**src/rtl/instr_sequencer.sv**
```systemverilog
`default_nettype none
// ============================================================================
//  Module   : instr_sequencer
//  Purpose  : Program sequencer for the 4-op control FSM (LOAD/MOVE/ADD/XOR).
//             Holds a writable program store, fetches instructions in order,
//             issues each for exactly one cycle, then waits for done_in before
//             advancing the PC. NOP is driven whenever nothing is being issued.
//  Ports    : clk, rst (async, active-high)
//             start        - pulse, run program from address 0
//             prog_we/prog_addr/prog_data - store write port (idle only)
//             done_in      - completion from the control FSM
//             instruction  - issued instruction, NOP otherwise
//             pc           - program counter
//             busy/halted/fault - status
//  Option   : SEQ_SINGLE_STEP_EN adds step_en/step inputs and a PAUSE state
//             entered after each completed instruction while step_en=1.
//  Revision : 1.0 - initial release
// ============================================================================
module instr_sequencer #(
  parameter int OP_SIZE  = 4,
  parameter int ARG_SIZE = 3,
  parameter int ARG_NUM  = 2,
  parameter int DEPTH    = 16,
  parameter int TIMEOUT  = 15
) (
  input  logic                                 clk,
  input  logic                                 rst,
  input  logic                                 start,
  input  logic                                 prog_we,
  input  logic [$clog2(DEPTH)-1:0]             prog_addr,
  input  logic [OP_SIZE+ARG_NUM*ARG_SIZE-1:0]  prog_data,
  input  logic                                 done_in,
`ifdef SEQ_SINGLE_STEP_EN
  input  logic                                 step_en,
  input  logic                                 step,
`endif
  output logic [OP_SIZE+ARG_NUM*ARG_SIZE-1:0]  instruction,
  output logic [$clog2(DEPTH)-1:0]             pc,
  output logic                                 busy,
  output logic                                 halted,
  output logic                                 fault
);

  localparam int INSTR_W = OP_SIZE + ARG_NUM * ARG_SIZE;
  localparam int ADDR_W  = $clog2(DEPTH);
  localparam int CNT_W   = $clog2(TIMEOUT + 1);

  localparam logic [OP_SIZE-1:0] HALT_OP = {OP_SIZE{1'b1}};
  localparam logic [OP_SIZE-1:0] NOP_OP  = {{(OP_SIZE-1){1'b1}}, 1'b0};
  localparam logic [INSTR_W-1:0] NOP     = {NOP_OP, {(INSTR_W-OP_SIZE){1'b0}}};
  localparam logic [ADDR_W-1:0]  LAST_PC = ADDR_W'(DEPTH - 1);
  localparam logic [CNT_W-1:0]   CNT_MAX = CNT_W'(TIMEOUT - 1);

  typedef enum logic [2:0] {
    S_IDLE,
    S_FETCH,
    S_ISSUE,
    S_WAIT,
    S_HALTED,
    S_FAULT
`ifdef SEQ_SINGLE_STEP_EN
    , S_PAUSE
`endif
  } state_t;

  state_t             state, state_next;
  logic [ADDR_W-1:0]  pc_next;
  logic [CNT_W-1:0]   cnt, cnt_next;
  logic [INSTR_W-1:0] mem [DEPTH];
  logic [INSTR_W-1:0] fetched;
  logic               is_halt;

  // Program store is deliberately not reset so a program survives rst.
  // Writes are dropped while a program is running.
  always_ff @(posedge clk) begin
    if (prog_we && !busy) begin
      mem[prog_addr] <= prog_data;
    end
    if (state == S_FETCH) begin
      fetched <= mem[pc];
    end
  end

  assign is_halt = (fetched[INSTR_W-1 -: OP_SIZE] == HALT_OP);

  always_ff @(posedge clk or posedge rst) begin
    if (rst) begin
      state <= S_IDLE;
      pc    <= '0;
      cnt   <= '0;
    end else begin
      state <= state_next;
      pc    <= pc_next;
      cnt   <= cnt_next;
    end
  end

  always_comb begin
    state_next = state;
    pc_next    = pc;
    cnt_next   = cnt;
    case (state)
      S_IDLE, S_HALTED, S_FAULT: begin
        if (start) begin
          state_next = S_FETCH;
          pc_next    = '0;
        end
      end
      S_FETCH: state_next = S_ISSUE;
      S_ISSUE: begin
        cnt_next   = '0;
        state_next = is_halt ? S_HALTED : S_WAIT;
      end
      S_WAIT: begin
        if (done_in) begin
          if (pc == LAST_PC) begin
            // Last address completed: the program ends, pc never wraps.
            state_next = S_HALTED;
          end else begin
            pc_next = pc + 1'b1;
`ifdef SEQ_SINGLE_STEP_EN
            state_next = step_en ? S_PAUSE : S_FETCH;
`else
            state_next = S_FETCH;
`endif
          end
        end else if (cnt == CNT_MAX) begin
          // cnt counts WAIT cycles already spent; this is the last allowed one.
          state_next = S_FAULT;
        end else begin
          cnt_next = cnt + 1'b1;
        end
      end
`ifdef SEQ_SINGLE_STEP_EN
      S_PAUSE: begin
        if (step || !step_en) begin
          state_next = S_FETCH;
        end
      end
`endif
      default: state_next = S_IDLE;
    endcase
  end

  always_comb begin
    instruction = NOP;
    if (state == S_ISSUE && !is_halt) begin
      instruction = fetched;
    end
    busy   = (state == S_FETCH) || (state == S_ISSUE) || (state == S_WAIT)
`ifdef SEQ_SINGLE_STEP_EN
             || (state == S_PAUSE)
`endif
             ;
    halted = (state == S_HALTED);
    fault  = (state == S_FAULT);
  end

endmodule
`default_nettype wire

```
**config.mk**
```make
export PLATFORM = sky130hd
export DESIGN_NAME = instr_sequencer
export DESIGN_NICKNAME = d
export VERILOG_FILES = /design/src/rtl/instr_sequencer.sv
export SDC_FILE = /design/constraint.sdc
export NUM_CORES = 1
export LEC_CHECK = 0
export ABC_CLOCK_PERIOD_IN_PS = 3700
export CORE_MARGIN = 4
export CORE_UTILIZATION = 35
export CTS_BUF_LIST = sky130_fd_sc_hd__clkbuf_8
export DETAILED_ROUTE_END_ITERATION = 8
export GPL_TIMING_DRIVEN = 1
export HOLD_SLACK_MARGIN = 0.1
export PLACE_DENSITY = 0.61
export SKIP_CTS_REPAIR_TIMING = 1
export SYNTH_ARGS = -nofsm -noshare
export SYNTH_HDL_FRONTEND = slang
export SYNTH_SLANG_ARGS = --single-unit
export TNS_END_PERCENT = 5
```
**constraint.sdc**
```tcl
create_clock -name clk -period 3.7 [get_ports clk]
set_input_delay 0.74 -clock clk [delete_from_list [all_inputs] [get_ports clk]]
set_output_delay 0.74 -clock clk [all_outputs]
set_load 0.005 [all_outputs]
```
Word level (Yosys, flattened, before mapping):

Memory sizes are Yosys's and may differ from the RTL's. A register that Yosys moved wholly into a read port is not among the register bits.
Cells that the tools add are included.

* bits in read-only memories: 0
* output and inout bits: 17
* register bits after elaboration: 11
* input port bits: 19
* memories: 1
* bits in latches: 0
* word-level logic and storage cells: 49
* bits in writable memories: 160

* divide/modulo/power cells: 0
* shift operators: 0
* equality and inequality tests: 14
* order comparisons: 0
* add/subtract/negate cells: 2
* multipliers: 0
* bitwise operators: 0
* reduce and logical (&&, ||, !) cells: 13
* muxes and demuxes: 16

Memories
* mem: depth 16, width 10, read ports 1, clocked after memory_dff 1, write ports 1, line 69 `logic [INSTR_W-1:0] mem [DEPTH];`

Operators with widths (count)
* $mux W4: 5
* $pmux W4 S2: 2
* $mux W3: 5
* $eq A4 B4 Y1 const B: 3
* $pmux W3 S4: 1
* $mux W10: 1
* $ne A2 B2 Y1 const B: 5
* $add A4 B1 Y4 const B: 2
* $eq A3 B2 Y1 const B: 2
* $eq A3 B3 Y1 const B: 2
* $reduce_and A4 Y1: 1
* $reduce_bool A2 Y1: 2
* $eq A3 B1 Y1 const B: 1
* $logic_not A3 Y1: 1
* $ne A3 B3 Y1 const B: 1
* $reduce_and A3 Y1: 1
* $reduce_or A3 Y1: 1
* $logic_and A1 B1 Y1: 2
* $logic_not A1 Y1: 2
* $logic_or A1 B1 Y1: 2
* $mux W1: 2
* $reduce_and A2 Y1: 1

Logic depth before layout (Yosys ltp):

Gate-level depths: netlist (run 1).

* depth in word-level cells: 7
* depth in mapped cells: 6
* mapped depth without buffers: 6

Worst setup path after synthesis (run 1):

No wires, ideal clock.

* kind: input port to flip-flop
* start point: in prog_addr[0]
* end point: mem mem[2][0] (netlist name) (enable)
* data required time: 3.310 ns
* setup slack: 1.596 ns
* path buffers: 0
* stages: 2
* setup time: 0.390 ns
* arrival: 1.715 ns
* path through: nand4b_1 nor3_1

RTL lines
* start, declared: line 30 `input logic [$clog2(DEPTH)-1:0] prog_addr,`
* end, declared: line 69

No word-level cell before the write port.

Worst setup path after layout (run 1):

* start point: reg state[1]
* end point: out instruction[7]

* word-level cells in the longest chain between the ends: 3

Ends and longest elaborated chain
* start, declared: line 66 `state_t state, state_next;`
* start signal, assigned: line 92 `state <= state_next;`
* $eq A3 B2 Y1: line 147 `if (state == S_ISSUE && !is_halt) begin`
* $logic_and A1 B1 Y1: line 147
* $mux W10: line 147
* end, declared: line 37 `output logic [OP_SIZE+ARG_NUM*ARG_SIZE-1:0] instruction,`

No other way between the ends.

==> results.sh, run 1 <==
export IMPL_via_per_inst=5.221
export IMPL_post_synth_num_cell_types=41
export IMPL_clockRootBuffer="clkbuf_8"
export IMPL_crit_chain="or3b_1 -> or2_2 -> clkdlybuf4s50_1"
export IMPL_io_buffers=35
export IMPL_dp_hpwl_microns=9434
export IMPL_drc=0
export IMPL_chipHeight_microns=151.4
export IMPL_setup_viol=0
export IMPL_drv_cap=0
export IMPL_cts_max_level=4
export IMPL_cts_buffers_inserted=17
export IMPL_syn_cell_area_sq_um=7194
export IMPL_postLayoutCellArea_sq_um=8244
export IMPL_fin_worst_skew_ns=0.01195
export IMPL_whs_path_depth=1
export IMPL_cp_arrival_ns=2.28
export IMPL_layout_nets=441
export IMPL_seqPwrFrac=0.516
export IMPL_synthCells=365
export IMPL_dieArea_sq_um=22910
export IMPL_power_density_nw_per_um2=591.3
export IMPL_drive_gt1_frac=0.2158
export IMPL_ir_worst_vdd_uv=205.7
export IMPL_rr_startpoint="state[1]"
export IMPL_clkPwrFrac=0.260
export IMPL_num_fill_cells=1780
export IMPL_hold_end="cnt[3]"
export IMPL_io_pin_count=36
export IMPL_cts_buffer_depth=2
export IMPL_rrSetupSlack_ns=1.38
export IMPL_min_path_type="reg -> reg"
export IMPL_crit_slowest_cell="dfrtp_1"
export IMPL_min_delay_start="cnt[3]"
export IMPL_dp_cells=670
export IMPL_leakagePower_nw=2.599
export IMPL_insertion_delay_ns=0.46
export IMPL_path_buf_inv=1
export IMPL_grt_max_degree=30
export IMPL_fp_row_count=52
export IMPL_path_depth=3
export IMPL_path_clk_slew_ns=0.09
export IMPL_diodes=0
export IMPL_required_ns=2.96
export IMPL_rr_endpoint="mem[0][1]"
export IMPL_p_sw_frac=0.2782
export IMPL_die_x_microns=151.4
export IMPL_slew_headroom=0.4088
export IMPL_grt_pass1_wl_microns=22140
export IMPL_finalSetupTns_ns=0
export IMPL_finalWeightedCongestion=0.7937
export IMPL_core_sq_um=20230
export IMPL_cp_max_fo=12
export IMPL_firstDrtPassIters=5
export IMPL_status="finished clean"
export IMPL_wirelength_microns=14670
export IMPL_fin_cells=701
export IMPL_area_delta_synth_final_pct=14.59
export IMPL_yosys_register_bits=181
export IMPL_max_stage_delay_ns=0.53
export IMPL_critPathTopFamily="simple AND/OR/NAND/NOR gates"
export IMPL_power_switching_mw=1.356
export IMPL_initial_core_util=0.3556
export IMPL_antenna_found_initial=0
export IMPL_avgSynthCellArea_sq_um=19.71
export IMPL_seq_area_frac_synth=0.7478
export IMPL_grt_pass1_vias=3558
export IMPL_intPower_mw=3.519
export IMPL_rsz0062_at_grt="false"
export IMPL_cts_sinks=181
export IMPL_drt_iter0_drc=312
export IMPL_cp_start_kind="register"
export IMPL_slew_viol_final=0
export IMPL_worstSetupEndpointType="output pin"
export IMPL_pre_cts_ws_ns=0.9437
export IMPL_wl_per_cell_microns=20.92
export IMPL_worst_slew_pin_slew_ns=0.8835
export IMPL_vias=3660
export IMPL_fin_crit_sh=0.8169
export IMPL_combPwrFrac=0.224
export IMPL_cts_tree="built"
export IMPL_rr_worst_depth=4
export IMPL_period_needed_ns=3.022
export IMPL_yosys_warnings=0
export IMPL_hold_viol=0
export IMPL_final_setup_worst_slack_ns=0.6775
export IMPL_synth_nets=387
export IMPL_grt_overflow=0
export IMPL_grtUsageTotal=0.1354
export IMPL_placed_area_sq_um=7873
export IMPL_drtAntennaViolNets=0
export IMPL_timing_fmax_mhz=330.9
export IMPL_crit_type="reg -> out"
## worst max path at each step
stage                       startpoint              to  slack, ns
after floorplan           prog_addr[0]       mem[2][0]       1.60
after global placement         prog_we       mem[0][2]       1.05
after detailed placement       prog_we       mem[0][4]       0.94
after CTS                     state[1]  instruction[7]       0.65
after global routing          state[1]  instruction[7]       0.56
final                         state[1]  instruction[7]       0.68
## power by group through the flow
stage | Combinational [mW] | Clock [mW] | Sequential (mW)
after CTS | 1.11 | 1.29 | 2.52
after detailed placement | 1.10 | 0 | 2.56
after global routing | 1.19 | 1.39 | 2.54
after global placement | 1.08 | 0 | 2.56
final | 1.09 | 1.27 | 2.51
after floorplan | 0.830 | 0 | 2.49
## cell usage after synthesis (all sizes together)
cell,n,area [sq um]
nand2,7,26.28
o31ai,3,22.52
o22ai,20,125.1
ha,3,37.54
nor2,26,97.59
clkbuf,1,3.750
or2,4,25.02
inv,6,22.52
o2bb2ai,1,8.760
nor3,4,25.02
nand2b,6,37.54
nand3b,1,7.510
o21ai,4,20.02
and3b,1,8.760
a22o,1,8.760
a31o,1,8.760
nor2b,1,6.260
nand3,9,50.05
a2111oi,1,15.01
o21bai,1,11.26
or3b,2,17.52
mux4,40,912.1
buf,17,155.1
nand4b,2,17.52
a31oi,2,12.51
o211ai,3,22.52
and3,10,62.56
dfrtp,11,275.3
edfxtp,170,5105
a311oi,1,8.760
nor3b,1,7.510
a21oi,1,5.000
or3,1,6.260
nand4,3,18.77
## worst reg2reg max path, cell delays in order, from the launching register on
cell	delay, ns
dfrtp_1	0.49
o21bai_2	0.36
nand2_1	0.09
or3_1	0.38
nor3_2	0.63
## area by class of cell
class                      count  area, sq um  area share
clock buffer                  17        234.0     0.02838
clock inverter                14        137.6     0.01669
inverter                       6        22.52    0.002732
multi-input combinational    160         1633      0.1981
sequential                   181         5381      0.6528
tap                          270        337.8     0.04098
timing repair buffer          53        498.0     0.06040
## registers in the layout, summed over array words and instances (netlist names)
signal	cells
cnt	4
state	3
fetched	10
pc	4
mem	160
## per-layer routing
| layer | part of all wire | track usage | up-vias | routed length [microns] |
|---|---|---|---|---|
| li1 | - | - | 1611 | - |
| met2 | 0.47 | 0.2027 | 123 | 6824 |
| met5 | 0 | 0 | - | 0 |
| met4 | 0.017 | 0.04669 | 0 | 255 |
| met3 | 0.066 | 0.04039 | 17 | 964 |
| met1 | 0.45 | 0.1892 | 1909 | 6623 |
## cell families after synthesis
kind of cell	synth area share
adders and majority gates	0.005218
muxes	0.1268
and+or+nand+nor	0.05757
buffers and inverters	0.02522
DFF	0.7478
AOI/OAI and AO/OA	0.03739
## cell usage in the layout (no fill, tap or decap), types with 4 or more instances in the layout
master           count
inv_1                7
o22ai_1             20
clkinvlp_4           6
nand2_1              7
nor2_1              26
clkbuf_8            17
and3_1              10
dfrtp_1             10
edfxtp_1           170
mux4_2              37
or2_2                4
clkdlybuf4s50_1     35
nand3_1              8
buf_4               17
o21ai_0              4
nand2b_1             6
## through the flow
step                        util  power, mW  hold WS [ns]
after global placement    0.3891      3.639        0.4736
after floorplan                -      3.317        0.4533
after global routing      0.4074      5.115        0.5270
final                     0.4074      4.875        0.5084
after CTS                 0.4074      4.913        0.5104
after detailed placement  0.3891      3.666        0.4935
(Power assumes the default switching activity.)
==> run 2: changes to the inputs <==
--- a/config.mk
+++ b/config.mk
@@ -5,14 +5,14 @@
 export SDC_FILE = /design/constraint.sdc
 export NUM_CORES = 1
 export LEC_CHECK = 0
-export ABC_CLOCK_PERIOD_IN_PS = 3700
+export ABC_CLOCK_PERIOD_IN_PS = 2700
 export CORE_MARGIN = 4
 export CORE_UTILIZATION = 35
 export CTS_BUF_LIST = sky130_fd_sc_hd__clkbuf_8
 export DETAILED_ROUTE_END_ITERATION = 8
 export GPL_TIMING_DRIVEN = 1
 export HOLD_SLACK_MARGIN = 0.1
-export PLACE_DENSITY = 0.61
+export PLACE_DENSITY = 0.63
 export SKIP_CTS_REPAIR_TIMING = 1
 export SYNTH_ARGS = -nofsm -noshare
 export SYNTH_HDL_FRONTEND = slang
==> constraint.sdc (replaced) <==
create_clock -name clk -period 2.7 [get_ports clk]
set_input_delay 0.54 -clock clk [delete_from_list [all_inputs] [get_ports clk]]
set_output_delay 0.54 -clock clk [all_outputs]
set_load 0.005 [all_outputs]
==> results.sh, run 2 (synthesis results as in run 1) <==
export IMPL_insertion_delay_ns=0.47
export IMPL_die_x_microns=151.4
export IMPL_io_buffers=35
export IMPL_crit_type="reg -> out"
export IMPL_cts_tree="built"
export IMPL_worstSetupEndpointType="output pin"
export IMPL_setup_viol=0
export IMPL_max_stage_delay_ns=0.45
export IMPL_combPwrFrac=0.241
export IMPL_period_needed_ns=2.637
export IMPL_antenna_found_initial=0
export IMPL_grtUsageTotal=0.1358
export IMPL_cp_arrival_ns=2.10
export IMPL_area_delta_synth_final_pct=16.33
export IMPL_diodes=0
export IMPL_seqPwrFrac=0.501
export IMPL_fin_worst_skew_ns=0.01160
export IMPL_p_sw_frac=0.2767
export IMPL_drtAntennaViolNets=0
export IMPL_grt_overflow=0
export IMPL_slew_headroom=0.6133
export IMPL_power_density_nw_per_um2=811.8
export IMPL_leakagePower_nw=2.677
export IMPL_pre_cts_ws_ns=0.4035
export IMPL_fin_cells=714
export IMPL_layout_common_cells="edfxtp_1, mux4_2, clkdlybuf4s50_1"
export IMPL_cp_start_kind="register"
export IMPL_timing_fmax_mhz=379.2
export IMPL_drt_iter0_drc=241
export IMPL_slew_viol_final=0
export IMPL_power_switching_mw=1.880
export IMPL_wirelength_microns=14580
export IMPL_status="finished clean"
export IMPL_min_path_type="in -> async"
export IMPL_required_ns=2.16
export IMPL_mostFrequentLayoutCell="edfxtp_1"
export IMPL_grt_pass1_vias=3745
export IMPL_cp_max_fo=8
export IMPL_worst_slew_pin_slew_ns=0.5801
export IMPL_crit_chain="or3b_4 -> or2_2 -> clkdlybuf4s50_1"
export IMPL_dp_hpwl_microns=9694
export IMPL_totalPowerFinal_mw=6.794
export IMPL_vias=3665
export IMPL_cts_buffer_depth=2
export IMPL_wl_per_cell_microns=20.42
export IMPL_path_buf_inv=1
export IMPL_cts_sinks=181
export IMPL_layout_nets=454
export IMPL_largest_register_ffs=160
export IMPL_firstDrtPassIters=4
export IMPL_cts_buffers_inserted=17
export IMPL_drive_gt1_frac=0.2455
export IMPL_via_per_inst=5.133
export IMPL_critPathTopFamily="simple AND/OR/NAND/NOR gates"
export IMPL_rsz0062_at_grt="true"
export IMPL_drv_cap=0
export IMPL_holdWs_ns=0.3722
export IMPL_core_sq_um=20230
export IMPL_path_clk_slew_ns=0.09
export IMPL_grt_pass1_wl_microns=22190
export IMPL_fp_row_count=52
export IMPL_intPower_mw=4.914
export IMPL_finalWeightedCongestion=0.7408
export IMPL_final_setup_worst_slack_ns=0.06273
export IMPL_io_pin_count=36
export IMPL_clkPwrFrac=0.257
export IMPL_drc=0
export IMPL_reg_top3="mem x160, fetched x10"
export IMPL_top_register="mem"
export IMPL_dieArea_sq_um=22910
export IMPL_grt_max_degree=27
export IMPL_chipHeight_microns=151.4
export IMPL_fin_crit_sh=0.9768
export IMPL_ir_worst_vdd_uv=348.0
export IMPL_clockRootBuffer="clkbuf_8"
export IMPL_cts_max_level=4
export IMPL_initial_core_util=0.3556
export IMPL_dp_cells=678
export IMPL_hold_viol=0
export IMPL_crit_slowest_cell="dfrtp_2"
run 2: worst paths after layout:
check / from / end / slack (ns) / cells past startpoint
min in group clk: cnt[3] / cnt[3] / 0.50 / 1
max in group asynchronous: rst / state[1] / 1.98 / 2
hold reg to reg: cnt[3] / cnt[3] / 0.50 / 1
setup / recovery: state[0] / instruction[8] / 0.06 / 3
setup reg to reg: state[0] / mem[12][8] / 0.56 / 6
hold / removal: rst / pc[3] / 0.37 / 2
run 2: through the flow:
step | cell area, sq um | setup TNS (ns) | utilization
global placement | 7945 | 0 | 0.3927
detailed placement | 7945 | 0 | 0.3927
CTS | 8317 | -0.4760 | 0.4110
finish | 8369 | 0 | 0.4136
global route | 8369 | -0.02318 | 0.4136
floorplan | 7194 | 0 | -
run 2: layout make-up:
type                    count  area, sq um
fillers                  1796        11870
flip-flops and latches    181         5384
multi-input cells         160         1640
repair buffers             66        613.1
well taps                 270        337.8
clock buffers              17        234.0
clock inverters            14        137.6
inverters                   6        22.52
run 2: per-layer routing:
layer | vias to the layer above | part of all wire | GRT usage
li1 | 1634 | - | -
met4 | 0 | 0.016 | 0.04941
met2 | 90 | 0.49 | 0.2176
met3 | 18 | 0.059 | 0.04010
met1 | 1923 | 0.43 | 0.1760
met5 | - | 0 | 0
run 2: power groups by stage:
stage	sequential (mW)	clock (mW)	combinational (mW)
after floorplan	3.41	0	1.14
after global placement	3.46	0	1.54
after detailed placement	3.48	0	1.59
after CTS	3.41	1.80	1.59
after global routing	3.43	1.90	1.78
final	3.41	1.75	1.64
